File: config.mk
export PLATFORM = sky130hd
export DESIGN_NAME = wb_stage
export DESIGN_NICKNAME = d
export VERILOG_FILES = /design/src/rtl/wb_stage_pkg.sv /design/src/rtl/wb_ldq.sv /design/src/rtl/wb_stage.sv
export SDC_FILE = /design/constraint.sdc
export NUM_CORES = 1
export LEC_CHECK = 0
export ABC_CLOCK_PERIOD_IN_PS = 2300
export BUFFER_PORTS_ARGS = -buffer_cell sky130_fd_sc_hd__clkbuf_2
export CAP_MARGIN = 5
export CORE_AREA = 8 8 72 74
export CTS_CLUSTER_SIZE = 8
export DETAILED_ROUTE_END_ITERATION = 16
export DIE_AREA = 0 0 80 82
export PLACE_DENSITY = 0.87
export SLEW_MARGIN = 0
export SYNTH_ARGS = -nofsm -noshare
export SYNTH_HDL_FRONTEND = slang
export SYNTH_HIERARCHICAL = 1
export SYNTH_SLANG_ARGS = --single-unit
File: constraint.sdc
create_clock -name clk -period 2.3 [get_ports clk]
set_input_delay 0.345 -clock clk [delete_from_list [all_inputs] [get_ports clk]]
set_output_delay 0.345 -clock clk [all_outputs]
set_load 0.005 [all_outputs]
File: src/rtl/wb_stage_pkg.sv
// Shared constants for the writeback stage and the register file it feeds.
package wb_stage_pkg;

  localparam int WB_DATA_W    = 16;
  localparam int WB_ADDR_W    = 3;
  localparam int WB_LDQ_DEPTH = 2;

  // Register-file write-enable encoding; the register file decodes the same value.
  localparam logic REGWE_WRITE = 1'b1;
  localparam logic REGWE_IDLE  = 1'b0;

  // Per-entry record held by the load-order queue.
  typedef struct packed {
    logic [WB_ADDR_W-1:0] dest;
    logic                 kill;
  } ldq_entry_t;

endpackage

File: src/rtl/wb_ldq.sv
// In-order load destination queue. Each entry carries the destination register
// and a kill bit; killed entries still occupy a slot so returning data stays
// aligned with its load, but the stage never writes that data.
module wb_ldq #(
  parameter int DEPTH  = 2,
  parameter int ADDR_W = 3
) (
  input  logic                      clk,
  input  logic                      rst,
  input  logic                      push,
  input  logic [ADDR_W-1:0]         push_dest,
  input  logic                      push_kill,
  input  logic                      pop,
  input  logic                      kill_en,
  input  logic [ADDR_W-1:0]         kill_addr,
  output logic [ADDR_W-1:0]         head_dest,
  output logic                      head_kill,
  output logic [$clog2(DEPTH):0]    count,
  output logic                      full,
  output logic                      push_drop,
  output logic [DEPTH-1:0]          ent_valid,
  output logic [DEPTH-1:0]          ent_kill,
  output logic [DEPTH*ADDR_W-1:0]   ent_dest
);

  localparam int PTR_W = $clog2(DEPTH);
  localparam int CNT_W = PTR_W + 1;

  logic [ADDR_W-1:0] dest_q [DEPTH];
  logic [DEPTH-1:0]  kill_q;
  logic [PTR_W-1:0]  rd_ptr;
  logic [PTR_W-1:0]  wr_ptr;
  logic [CNT_W-1:0]  count_q;
  logic              pop_ok;
  logic              push_ok;

  assign full      = (count_q == CNT_W'(DEPTH));
  assign count     = count_q;
  assign pop_ok    = pop && (count_q != '0);
  // A full queue still accepts a push when the head leaves in the same cycle.
  assign push_ok   = push && (!full || pop_ok);
  assign push_drop = push && full && !pop_ok;
  assign head_dest = dest_q[rd_ptr];
  assign head_kill = kill_q[rd_ptr];
  assign ent_kill  = kill_q;

  genvar g;
  generate
    for (g = 0; g < DEPTH; g++) begin : g_dest
      assign ent_dest[g*ADDR_W +: ADDR_W] = dest_q[g];
    end
  endgenerate

  // An entry is live when its distance from the read pointer is below the count.
  always_comb begin
    logic [PTR_W-1:0] off;
    off       = '0;
    ent_valid = '0;
    for (int i = 0; i < DEPTH; i++) begin
      off          = PTR_W'(i) - rd_ptr;
      ent_valid[i] = ({1'b0, off} < count_q);
    end
  end

  // Storage, pointers and count; kill marking precedes the push so a same-cycle
  // push into a recycled slot carries its own kill value.
  always_ff @(posedge clk or posedge rst) begin
    if (rst) begin
      rd_ptr  <= '0;
      wr_ptr  <= '0;
      count_q <= '0;
      kill_q  <= '0;
      for (int i = 0; i < DEPTH; i++) dest_q[i] <= '0;
    end else begin
      for (int i = 0; i < DEPTH; i++) begin
        if (kill_en && ent_valid[i] && (dest_q[i] == kill_addr)) kill_q[i] <= 1'b1;
      end
      if (push_ok) begin
        dest_q[wr_ptr] <= push_dest;
        kill_q[wr_ptr] <= push_kill;
        wr_ptr         <= wr_ptr + PTR_W'(1);
      end
      if (pop_ok) rd_ptr <= rd_ptr + PTR_W'(1);
      case ({push_ok, pop_ok})
        2'b10:   count_q <= count_q + CNT_W'(1);
        2'b01:   count_q <= count_q - CNT_W'(1);
        default: count_q <= count_q;
      endcase
    end
  end

endmodule

File: src/rtl/wb_stage.sv
// Writeback stage: merges ALU results and in-order load returns into the single
// register-file write port, tracks outstanding load destinations and exports a
// busy mask for decode hazard stalls.
// Optional build macro WB_ZERO_REG_EN: register 0 becomes hardwired zero.
module wb_stage
  import wb_stage_pkg::*;
#(
  parameter int DATA_W    = WB_DATA_W,
  parameter int ADDR_W    = WB_ADDR_W,
  parameter int LDQ_DEPTH = WB_LDQ_DEPTH
) (
  input  logic                     clk,
  input  logic                     rst,
  input  logic                     alu_valid,
  input  logic [ADDR_W-1:0]        alu_addr,
  input  logic [DATA_W-1:0]        alu_data,
  input  logic                     ld_issue,
  input  logic [ADDR_W-1:0]        ld_dest,
  output logic                     ld_full,
  input  logic                     mem_rvalid,
  input  logic [DATA_W-1:0]        mem_rdata,
  output logic                     mem_rready,
  output logic [ADDR_W-1:0]        wb_addr,
  output logic [DATA_W-1:0]        wb_data,
  output logic                     reg_we,
  output logic [(1<<ADDR_W)-1:0]   busy_mask,
  output logic                     ovf_err
);

  logic [ADDR_W-1:0]           head_dest;
  logic                        head_kill;
  logic [$clog2(LDQ_DEPTH):0]  count;
  logic                        push_drop;
  logic [LDQ_DEPTH-1:0]        ent_valid;
  logic [LDQ_DEPTH-1:0]        ent_kill;
  logic [LDQ_DEPTH*ADDR_W-1:0] ent_dest;
  logic                        xfer;
  logic                        push_kill;
  logic                        alu_we;
  logic                        ld_we;

  // ALU always wins the write port; memory waits by seeing mem_rready low.
  assign mem_rready = ~alu_valid & (count != '0);
  assign xfer       = mem_rvalid & mem_rready;

`ifdef WB_ZERO_REG_EN
  assign alu_we    = (alu_addr != '0);
  assign ld_we     = ~head_kill & (head_dest != '0);
  assign push_kill = (ld_dest == '0);
`else
  assign alu_we    = 1'b1;
  assign ld_we     = ~head_kill;
  assign push_kill = 1'b0;
`endif

  wb_ldq #(
    .DEPTH  (LDQ_DEPTH),
    .ADDR_W (ADDR_W)
  ) u_ldq (
    .clk       (clk),
    .rst       (rst),
    .push      (ld_issue),
    .push_dest (ld_dest),
    .push_kill (push_kill),
    .pop       (xfer),
    .kill_en   (alu_valid),
    .kill_addr (alu_addr),
    .head_dest (head_dest),
    .head_kill (head_kill),
    .count     (count),
    .full      (ld_full),
    .push_drop (push_drop),
    .ent_valid (ent_valid),
    .ent_kill  (ent_kill),
    .ent_dest  (ent_dest)
  );

  // Busy bits come from live, unkilled queue entries only.
  always_comb begin
    busy_mask = '0;
    for (int i = 0; i < LDQ_DEPTH; i++) begin
      if (ent_valid[i] && !ent_kill[i]) busy_mask[ent_dest[i*ADDR_W +: ADDR_W]] = 1'b1;
    end
`ifdef WB_ZERO_REG_EN
    busy_mask[0] = 1'b0;
`endif
  end

  // Registered write port; address and data hold when nothing is written.
  always_ff @(posedge clk or posedge rst) begin
    if (rst) begin
      wb_addr <= '0;
      wb_data <= '0;
      reg_we  <= REGWE_IDLE;
    end else if (alu_valid) begin
      wb_addr <= alu_addr;
      wb_data <= alu_data;
      reg_we  <= alu_we ? REGWE_WRITE : REGWE_IDLE;
    end else if (xfer) begin
      wb_addr <= head_dest;
      wb_data <= mem_rdata;
      reg_we  <= ld_we ? REGWE_WRITE : REGWE_IDLE;
    end else begin
      reg_we  <= REGWE_IDLE;
    end
  end

  // Sticky overflow flag for a load dropped on a full queue.
  always_ff @(posedge clk or posedge rst) begin
    if (rst)            ovf_err <= 1'b0;
    else if (push_drop) ovf_err <= 1'b1;
  end

endmodule

Word-level counts from Yosys, hierarchy flattened
Index checks and enable logic that the tools add are counted.
Word-level totals
  register bits after elaboration: 33
  output and inout port bits: 31
  logic and storage cells: 90
Operators by class
  add/sub/neg operators: 6
  magnitude comparators: 12
  eq/ne operators: 5
  multiplexer cells: 27
  bitwise operators: 8
  reductions and logical operators: 22
Operators with widths (count)
  $mux W16: 2
  $mux W3: 6
  $mux W8: 2
  $logic_and A1 B1 Y1: 14
  $mux W1: 10
  $lt A3 B4 Y1 const B: 2
  $or A8 B8 Y8: 1
  $bwmux W6: 1
  $demux W1 S3: 2
  $eq A3 B3 Y1: 2
  $ge A3 B1 Y1 const B: 2
  $reduce_bool A2 Y1: 3
  $eq A2 B2 Y1 const B: 2
  $ge A2 B2 Y1 const B: 2
  $logic_not A1 Y1: 4
  $lt A1 B2 Y1: 2
  $lt A1 B2 Y1 const B: 2
  $not A1 Y2: 2
  $pmux W2 S2: 1
  $demux W3 S1: 1
  $add A1 B1 Y1 const B: 2
  $add A2 B1 Y2 const B: 1
  $and A1 B1 Y1: 2
  $and A2 B2 Y2: 1
  10 further kinds: 11

Depth between registers and ports, before layout
Gate-level depths: netlist of run 1.
  word-level depth: 8
  mapped depth: 9
  mapped depth without buffers: 8

By module
The synthesis of run 1 kept the hierarchy.
By module, submodules not included
  wb_stage: times used 1, cells each 91, area an instance 1202.4 µm²
  wb_ldq: times used 1, cells each 59, area an instance 663.1 µm²

Least setup slack after synthesis of run 1
Ideal clock, no wire load.
  path kind: register to register
  from: register u_ldq.count_q[1], in the netlist u_ldq/count[1]
  to: register u_ldq.count_q[1], in the netlist u_ldq/count[1]
  setup time: 0.079 ns
  data arrival time: 1.915 ns
  required time: 2.221 ns
  slack: 0.306 ns
  cell stages (with the launch flop): 8
  path through: dfrtp_1 -> or2_4 -> and3_2 -> or3b_1 -> nand2_1 -> ha_1 -> nor2_1 -> xor2_1
Between the ends
  word-level cells in the longest chain between the ends: 8
RTL lines
  from (decl): RTL line wb_ldq.sv:33  | logic [CNT_W-1:0] count_q;
  from (signal assigned): RTL line wb_ldq.sv:85  | 2'b10: count_q <= count_q + CNT_W'(1);
  from (signal assigned): RTL line wb_ldq.sv:86  | 2'b01: count_q <= count_q - CNT_W'(1);
  from (signal assigned): RTL line wb_ldq.sv:87  | default: count_q <= count_q;
  $reduce_bool A2 Y1 *: RTL line wb_stage.sv:43  | assign mem_rready = ~alu_valid & (count != '0);
  $and A1 B1 Y1 *: RTL line wb_stage.sv:43
  $and A1 B1 Y1 *: RTL line wb_stage.sv:44  | assign xfer = mem_rvalid & mem_rready;
  net xfer: RTL line wb_stage.sv:37  | logic xfer;
  $logic_and A1 B1 Y1 *: RTL line wb_ldq.sv:39  | assign pop_ok = pop && (count_q != '0);
  $logic_or A1 B1 Y1: RTL line wb_ldq.sv:41  | assign push_ok = push && (!full || pop_ok);
  $logic_and A1 B1 Y1: RTL line wb_ldq.sv:41
  $eq A2 B1 Y1 / $eq A2 B2 Y1 (equally long branches): RTL line wb_ldq.sv:84  | case ({push_ok, pop_ok})
  $pmux W2 S2 / $reduce_bool A2 Y1 (equally long branches)
The timed path passes the listed nets; every way through them passes the cells marked *.
A chain may end at the register's enable or synchronous reset.

Worst setup path in the final report of run 1
  from: register u_ldq.rd_ptr
  to: output port busy_mask[0]
Between the ends
  word-level cells in the longest chain between the ends: 6
RTL lines
  from (decl): RTL line wb_ldq.sv:31  | logic [PTR_W-1:0] rd_ptr;
  from (signal assigned): RTL line wb_ldq.sv:83  | if (pop_ok) rd_ptr <= rd_ptr + PTR_W'(1);
  $sub A1 B1 Y1 *: RTL line wb_ldq.sv:60  | off = PTR_W'(i) - rd_ptr;
  $lt A1 B2 Y1 *: RTL line wb_ldq.sv:61  | ent_valid[i] = ({1'b0, off} < count_q);
  net ent_valid[0]: RTL line wb_stage.sv:34  | logic [LDQ_DEPTH-1:0] ent_valid;
  $logic_and A1 B1 Y1 *: RTL line wb_stage.sv:82  | if (ent_valid[i] && !ent_kill[i]) busy_mask[ent_dest[i*ADDR_W +: ADDR_W]] = 1'b1;
  $mux W8 *: RTL line wb_stage.sv:82
  $or A8 B8 Y8 (no source line)
  $mux W8 *: RTL line wb_stage.sv:82
  to (decl): RTL line wb_stage.sv:26  | output logic [(1<<ADDR_W)-1:0] busy_mask,
Marked as above.

==> results.md, run 1 <==
* Drt drc at 0
* Die Y at 82 um
* Synth warn at 6
* LEAKAGE at 1.122 nW
* Max Cap Violations at 0
* CTS tree: yes
* Antenna violations before repair at 0
* R2R Setup Slk at 0.24 ns
* Post-Synth Simple-Gate Area at 10.33%
* Compound-gate portion of the synthesized area at 6.573%
* 1st-pass router iterations at 4
* Share of the synthesized area in the top cell type at 44.27%
* Initial drt markers at 53
* Largest family of logic cells by synthesized area: multiplexers
* Reg2Reg Depth at 7
* Layout cell share with drive strength beyond 1 at 59.91%
* RSZ-0062 raised after global routing: no
* VDD IR max at 525.3 uV
* CTS Buffer Depth at 2
* Tightest Pin Transition at 0.8038 ns
* # setup viols final at 0
* Nets at 275
* Clock group share of total power at 16.7%
* Register share of total power at 39.9%
* Final count of hold timing violations at 0
* TritonCTS Buffers at 5
* # fillers at 357
* Switching power at 873.0 uW
* Final wirelength at 4.463 mm
* Top_reg_cell synth: dfrtp_1
* Most frequent cell after synthesis: mux2_2
* Sw Ratio at 35.13%
* Core area at 4144 um2
* Internal power at 1.612 mW
* Setup Skew at 0.002900 ns
* Final setup margin at 0.1603 ns
* CP Data Arrival Time at 1.79 ns
* Post-Syn Instances at 150
* Top cells by area, synth: dfrtp_1 44%, mux2_2 25%, mux2_4 2.4%
* Cell taking the most area after synthesis: dfrtp_1
* Clk sinks at 33
* Vias in the first global route at 1,600
* Reg clk slew, reported paths at 0.06 ns
* Min-Delay Path Class: primary input to async pin
* Post-Synth XOR/XNOR Area at 4.695%
* Post-route ant nets at 0
* Hold WS at 0.06265 ns
* GRT Util Overall at 13.97%
* Critical R2R Capture: u_ldq/count[1]$_DFFE_PP0P_
* Crit share post-route at 93.03%
* CP required at 1.96 ns
* Worst path cell trace: inv_1, a21o_1, or3b_4, o32ai_1, clkbuf_2
* First-pass GRT wire length at 7.279 mm
* Detail Placement HPWL at 3.493 mm
* Starting Density at 45.02%
* Clk Latency, worst-skew pair at 0.28 ns
* Pre-CTS setup slack at 0.2485 ns
* Netlist Area Pre-Place at 1866 um2
* Area share of fa/ha/maj cells after synthesis at 0.6707%
* Asr flop ratio synth at 100.0%
* WL/cell at 15.71 um
* Worst slew margin at 46.36%
* CP max FO at 6
* Via/cell ratio at 5.137
* Chip Width at 80 um
* CP Buf/Inv Count at 2
* Root Buffer: clkbuf_8
* Yosys reg bits at 33
* Slowest stage cell on the critical path: dfrtp_2
* Syn Area/Cell at 12.44 um2
* Combinational share of power at 43.4%
* I/O Buffers at 73
* Diodes inserted at 0
* Crit. End Element: output port
* Cell family with most CP delay: flip-flops
* Post-synth EDFFs at 0
* Max-slew violations at 0
* Die Area at 6560 um2
* Worst Setup Start Kind: register
* Routability congestion estimate at 0.8290
* Rows at 24
* Status: completed
* Critical Path Source: u_ldq/rd_ptr$_DFFE_PP0P_
* Top cells by count, synth: 42 x mux2_2, 33 x dfrtp_1, 6 x nor2_1, 6 x o22ai_1
* Library cells used by synthesis at 36
* Power Density at 1050 nW/um2
* Fmax at 0.4674 GHz
* Synth-to-layout area growth at 26.89%
* Multiplexer share of the synthesized area at 29.58%
* Crit Path Class: register to output port
* Final min period at 2.140 ns
* Largest net degree at the start of global routing at 23
* H-tree depth at 2
* IO Count at 74
* Total grt overflow at 0
* RR Startpoint: u_ldq/count[0]$_DFFE_PP0P_
* Register area share after synthesis at 44.27%
* CP peak stage delay at 0.45 ns
* Vias after detailed routing at 1,459
* Setup_tns at 0 ns
-- layout by cell type, fill, tap and decap left out, types with 2 or more instances in the layout --
master / n
mux2_4: 3
xnor2_1: 5
or2_2: 2
mux2_1: 3
nand2_1: 4
a21o_1: 2
nand2b_1: 5
clkbuf_1: 3
o22ai_1: 6
nor2_1: 6
o32ai_1: 2
xor2_1: 5
a21oi_1: 3
conb_1: 2
nand3b_1: 2
dfrtp_1: 32
inv_1: 4
mux2_2: 42
clkbuf_8: 5
clkbuf_2: 73
buf_4: 5
-- layout make-up --
| class | count | area (um2) | share of cell area, % |
|---|---|---|---|
| clock buffers | 8 | 80.08 | 3.383 |
| inverters | 4 | 15.01 | 0.6342 |
| multi-input cells | 109 | 977.2 | 41.28 |
| flip-flops and latches | 33 | 827.0 | 34.94 |
| well taps | 52 | 65.06 | 2.748 |
| repair buffers | 78 | 402.9 | 17.02 |
-- per-layer routing --
layer | routed length (um) | global-route usage, % | vias up
met4 | 30 | 3.818 | 0
li1 | - | - | 690
met5 | 0 | 0 | -
met1 | 1807 | 14.54 | 711
met2 | 2206 | 24.66 | 54
met3 | 418 | 6.674 | 4
-- state kept, by name, indices dropped and copies added, names as in the netlist --
register	flops
ovf_err	1
u_ldq/ent_dest	6
wb_data	16
u_ldq/count	2
wb_addr	3
reg_we	1
u_ldq/ent_kill	2
u_ldq/wr_ptr	1
u_ldq/rd_ptr	1
-- worst max-delay path by stage --
stage | endpoint | slack [ns] | cells after the start
6_report | busy_mask[0] | 0.16 | 5
2_1_floorplan | u_ldq/count[1]$_DFFE_PP0P_ | 0.31 | 7
4_1_cts | busy_mask[0] | 0.03 | 5
3_3_place_gp | u_ldq/count[1]$_DFFE_PP0P_ | 0.32 | 7
5_1_grt | busy_mask[0] | 0.09 | 5
3_5_place_dp | u_ldq/count[1]$_DFFE_PP0P_ | 0.25 | 7
-- logic make-up after synthesis --
| kind of cell | Yosys count |
|---|---|
| muxes | 48 |
| adders and majority gates | 1 |
| other | 1 |
| xor gates and xnor gates | 10 |
| AOI/OAI and AO/OA | 17 |
| and+or+nand+nor | 31 |
| buffers and inverters | 9 |
| DFF | 33 |
-- stage by stage --
| step | utilization, % | instances | total power [mW] | area [um2] |
|---|---|---|---|---|
| 6_report | 57.13 | 284 | 2.485 | 2367 |
| 5_1_grt | 57.13 | 284 | 2.662 | 2367 |
| 4_1_cts | 57.04 | 284 | 2.502 | 2364 |
| 3_5_place_dp | 55.10 | 276 | 2.076 | 2283 |
| 3_3_place_gp | 55.10 | 276 | 2.027 | 2283 |
| 2_1_floorplan | - | 151 | 1.698 | 1869 |
-- timing repair --
item | in CTS | in global routing
buffers inserted | 0 | 0
hold buffers | 0 | 0
endpoints found under the setup margin | 0 | 1
resized for setup | 0 | 2
-- power groups by stage --
stage          clock [mW]  combinational, mW  sequential [mW]
2_1_floorplan           0              0.739            0.958
3_3_place_gp            0               1.05            0.980
3_5_place_dp            0               1.08            0.993
4_1_cts             0.429               1.09            0.987
5_1_grt             0.457               1.17             1.03
6_report            0.415               1.08            0.993
(Power assumes the default switching activity.)
==> inputs of run 2 (changes only) <==
RECOVER_POWER = 25   (was not set)
==> results.md, run 2 (synthesis results as in run 1) <==
* Antenna violations before repair at 0
* Largest net degree at the start of global routing at 23
* Layout cell share with drive strength beyond 1 at 59.48%
* Die Area at 6560 um2
* Crit. End Element: output port
* Worst slew margin at 46.31%
* Setup_tns at 0 ns
* Final setup margin at 0.1603 ns
* Final Util at 57.10%
* First-pass GRT wire length at 7.279 mm
* GRT Util Overall at 13.97%
* Nets at 275
* Root Buffer: clkbuf_8
* Post-route ant nets at 0
* Chip Width at 80 um
* Min-Delay Path Class: primary input to async pin
* CTS Buffer Depth at 2
* Slowest stage cell on the critical path: dfrtp_2
* Register area at 827.0 um2
* CP Buf/Inv Count at 2
* Vias after detailed routing at 1,459
* IO Count at 74
* Power Density at 1050 nW/um2
* Crit share post-route at 93.03%
* Max-slew violations at 0
* Routability congestion estimate at 0.8290
* Commonest non-fill, non-tap cell in the layout: clkbuf_2
* CP Data Arrival Time at 1.79 ns
* Setup Skew at 0.002900 ns
* VDD IR max at 525.3 uV
* RSZ-0062 raised after global routing: no
* Tightest Pin Transition at 0.8045 ns
* CP max FO at 6
* Total grt overflow at 0
* Max reg flops at 16
* Detail Placement HPWL at 3.493 mm
* Rows at 24
* Final count of hold timing violations at 0
* Fmax at 0.4674 GHz
* Worst Setup Start Kind: register
* Crit Path Class: register to output port
* Multi-input logic area at 977.2 um2
* Most frequent cells in the layout: 72 x clkbuf_2, 42 x mux2_2, 32 x dfrtp_1
* 1st-pass router iterations at 4
* Starting Density at 45.02%
* Drt drc at 0
* H-tree depth at 2
* Final wirelength at 4.465 mm
* I/O Buffers at 73
* CTS tree: yes
* Core area at 4144 um2
* Cell family with most CP delay: flip-flops
* Most flops, register: wb_data
* TritonCTS Buffers at 5
* LEAKAGE at 1.119 nW
* Reg clk slew, reported paths at 0.06 ns
* Post-CTS Setup Repair Bufs at 0
* Diodes inserted at 0
* Clk Latency, worst-skew pair at 0.28 ns
* Final min period at 2.140 ns
* Worst path cell trace: inv_1, a21o_1, or3b_4, o32ai_1, clkbuf_2
* Vias in the first global route at 1,600
* Pre-CTS setup slack at 0.2485 ns
* # hold bufs at CTS at 0
* Synth-to-layout area growth at 26.83%
* WL/cell at 15.72 um
* CP peak stage delay at 0.45 ns
* Die Y at 82 um
* Via/cell ratio at 5.137
* CP required at 1.96 ns
* Max Cap Violations at 0
* Initial drt markers at 53
* Clk sinks at 33
* # setup viols final at 0
* Count of cells resized by post-cts repair at 0
* Status: completed
* # fillers at 358
==> run 2: metal layers <==
metal | vias up | track usage, % | part of all wire [%]
met4 | 0 | 3.818 | 0.67
li1 | 690 | - | -
met1 | 711 | 14.54 | 41
met2 | 54 | 24.66 | 49
met5 | - | 0 | 0
met3 | 4 | 6.674 | 9.4
==> run 2: where the power goes <==
group | internal, mW | total [mW] | switching (mW)
Clock | 0.215 | 0.415 | 0.200
Combinational | 0.611 | 1.08 | 0.467
Sequential | 0.786 | 0.993 | 0.206
==> run 2: final timing paths <==
kind                                            startpoint                            end  slack [ns]  cells past startpoint
worst max-delay path              u_ldq/rd_ptr$_DFFE_PP0P_                   busy_mask[0]        0.16                      5
worst min-delay path                                   rst     u_ldq/count[1]$_DFFE_PP0P_        0.06                      2
worst max register to register  u_ldq/count[0]$_DFFE_PP0P_     u_ldq/count[1]$_DFFE_PP0P_        0.24                      7
worst min register to register         ovf_err$_DFFE_PP0P_            ovf_err$_DFFE_PP0P_        0.49                      1
max in group asynchronous                              rst         wb_addr[1]$_DFFE_PP0P_        1.60                      2
min in group clk                                ld_dest[0]  u_ldq/ent_dest[3]$_DFFE_PP0P_        0.29                      2
==> run 2: stage by stage <==
| step | power (mW) | hold slack [ns] | instances | area [um2] |
|---|---|---|---|---|
| floorplan | 1.698 | 0.2097 | 151 | 1869 |
| global placement | 2.027 | 0.3719 | 276 | 2283 |
| detailed placement | 2.076 | 0.3733 | 276 | 2283 |
| CTS | 2.502 | 0.06606 | 284 | 2364 |
| global route | 2.662 | 0.09877 | 284 | 2366 |
| finish | 2.485 | 0.06043 | 284 | 2366 |
==> run 2: cell type report <==
type / instances / share of cell area, %
Timing Repair Buffer: 78 / 16.98
Inverter: 4 / 0.6346
Sequential cell: 33 / 34.96
Tap cell: 52 / 2.750
Clock buffer: 8 / 3.384
Multi-Input combinational cell: 109 / 41.30
==> inputs of run 3 (changes only) <==
ABC_CLOCK_PERIOD_IN_PS = 2340   (was 2300)
CTS_CLUSTER_SIZE = not set   (was 8)
PLACE_DENSITY = 0.77   (was 0.87)
clock period = 2.34 ns   (was 2.3 ns; I/O delays follow)
==> results.md, run 3 (synthesis results as in run 1) <==
* Die Area at 6560 um2
* Post-CTS Setup Repair Bufs at 0
* Multi-input logic area at 982.2 um2
* VDD IR max at 484.0 uV
* Synth-to-layout area growth at 28.30%
* Tightest Pin Transition at 0.8165 ns
* Vias in the first global route at 1,549
* Worst slew margin at 45.51%
* Rows at 24
* # fillers at 371
* Clk Latency, worst-skew pair at 0.28 ns
* CP required at 1.99 ns
* Most flops, register: wb_data
* Most frequent cells in the layout: 73 x clkbuf_2, 42 x mux2_2, 32 x dfrtp_1
* Clk sinks at 33
* Chip Width at 80 um
* First-pass GRT wire length at 7.314 mm
* Commonest non-fill, non-tap cell in the layout: clkbuf_2
* TritonCTS Buffers at 5
* Starting Density at 45.02%
* Nets at 273
* Largest net degree at the start of global routing at 23
* Final wirelength at 4.390 mm
* GRT Util Overall at 14.27%
* # setup viols final at 0
* CTS Buffer Depth at 2
* Setup Skew at 0.007859 ns
* Initial drt markers at 68
* Core area at 4144 um2
* Vias after detailed routing at 1,432
* CP max FO at 6
* Register area at 827.0 um2
* Crit. End Element: output port
* Final Util at 57.76%
* Status: completed
* Fmax at 0.4504 GHz
* Max-slew violations at 0
* IO Count at 74
* Max reg flops at 16
* Crit Path Class: register to output port
* Min-Delay Path Class: primary input to async pin
* Antenna violations before repair at 0
* LEAKAGE at 1.132 nW
* Die Y at 82 um
* CP Data Arrival Time at 1.87 ns
* Detail Placement HPWL at 3.436 mm
* Post-route ant nets at 0
* Max Cap Violations at 0
* Final count of hold timing violations at 0
* Total grt overflow at 0
* WL/cell at 15.57 um
* Count of cells resized by post-cts repair at 0
* I/O Buffers at 73
* 1st-pass router iterations at 4
* Routability congestion estimate at 0.8344
* Drt drc at 0
* Layout cell share with drive strength beyond 1 at 60.87%
* Reg clk slew, reported paths at 0.07 ns
* CTS tree: yes
* Final min period at 2.220 ns
* # hold bufs at CTS at 0
* Diodes inserted at 0
* Worst Setup Start Kind: register
* Placed cells at 274
* Fin cells at 282
* Root Buffer: clkbuf_8
* H-tree depth at 2
* Power Density at 1070 nW/um2
* Via/cell ratio at 5.078
* Crit share post-route at 94.88%
## run 3: path summary, 6_finish.rpt
kind | startpoint | slack [ns] | cells after the start | to
min in group clk | ld_dest[1] | 0.30 | 2 | u_ldq/ent_dest[4]$_DFFE_PP0P_
max in group asynchronous | rst | 1.61 | 2 | wb_addr[1]$_DFFE_PP0P_
worst max-delay path | u_ldq/rd_ptr$_DFFE_PP0P_ | 0.12 | 5 | busy_mask[0]
worst max register to register | u_ldq/count[1]$_DFFE_PP0P_ | 0.15 | 7 | u_ldq/count[1]$_DFFE_PP0P_
worst min register to register | ovf_err$_DFFE_PP0P_ | 0.48 | 1 | ovf_err$_DFFE_PP0P_
worst min-delay path | rst | 0.05 | 2 | u_ldq/ent_dest[5]$_DFFE_PP0P_
## run 3: layer usage
layer	up-vias	track usage [%]	share of wire [%]
li1	690	-	-
met1	680	16.03	43
met2	57	23.28	47
met3	5	6.565	9.0
met4	0	5.273	1.3
met5	-	0	0
## run 3: critical path, stage by stage (launching register included)
cell and delay [ns]:
dfrtp_2 0.45, inv_1 0.10, a21o_1 0.15, or3b_2 0.51
o32ai_2 0.22, clkbuf_2 0.15
## run 3: cell type report
type,count,area share [%]
Multi-Input combinational cell,109,41.03
Clock buffer,7,3.607
Inverter,4,0.6273
Sequential cell,33,34.55
Timing Repair Buffer,76,16.20
Tap cell,52,2.718
Clock inverter,1,1.255
## run 3: stage by stage
step | worst slack [ns] | TNS (ns) | power [mW] | hold WS, ns | area (um2)
2_1_floorplan | 0.3459 | 0 | 1.669 | 0.2157 | 1869
3_3_place_gp | 0.2770 | 0 | 1.981 | 0.3720 | 2268
3_5_place_dp | 0.2071 | 0 | 2.016 | 0.3732 | 2268
4_1_cts | 0.06213 | 0 | 2.578 | 0.06373 | 2385
5_1_grt | -0.002746 | -0.002746 | 2.756 | 0.07224 | 2394
6_report | 0.1197 | 0 | 2.562 | 0.05081 | 2394
## run 3: power breakdown
part | switching (mW) | internal, mW | total (mW) | leakage [nW]
clock | 0.204 | 0.347 | 0.551 | 0.0585
combinational | 0.449 | 0.586 | 1.03 | 0.693
sequential | 0.204 | 0.772 | 0.976 | 0.381
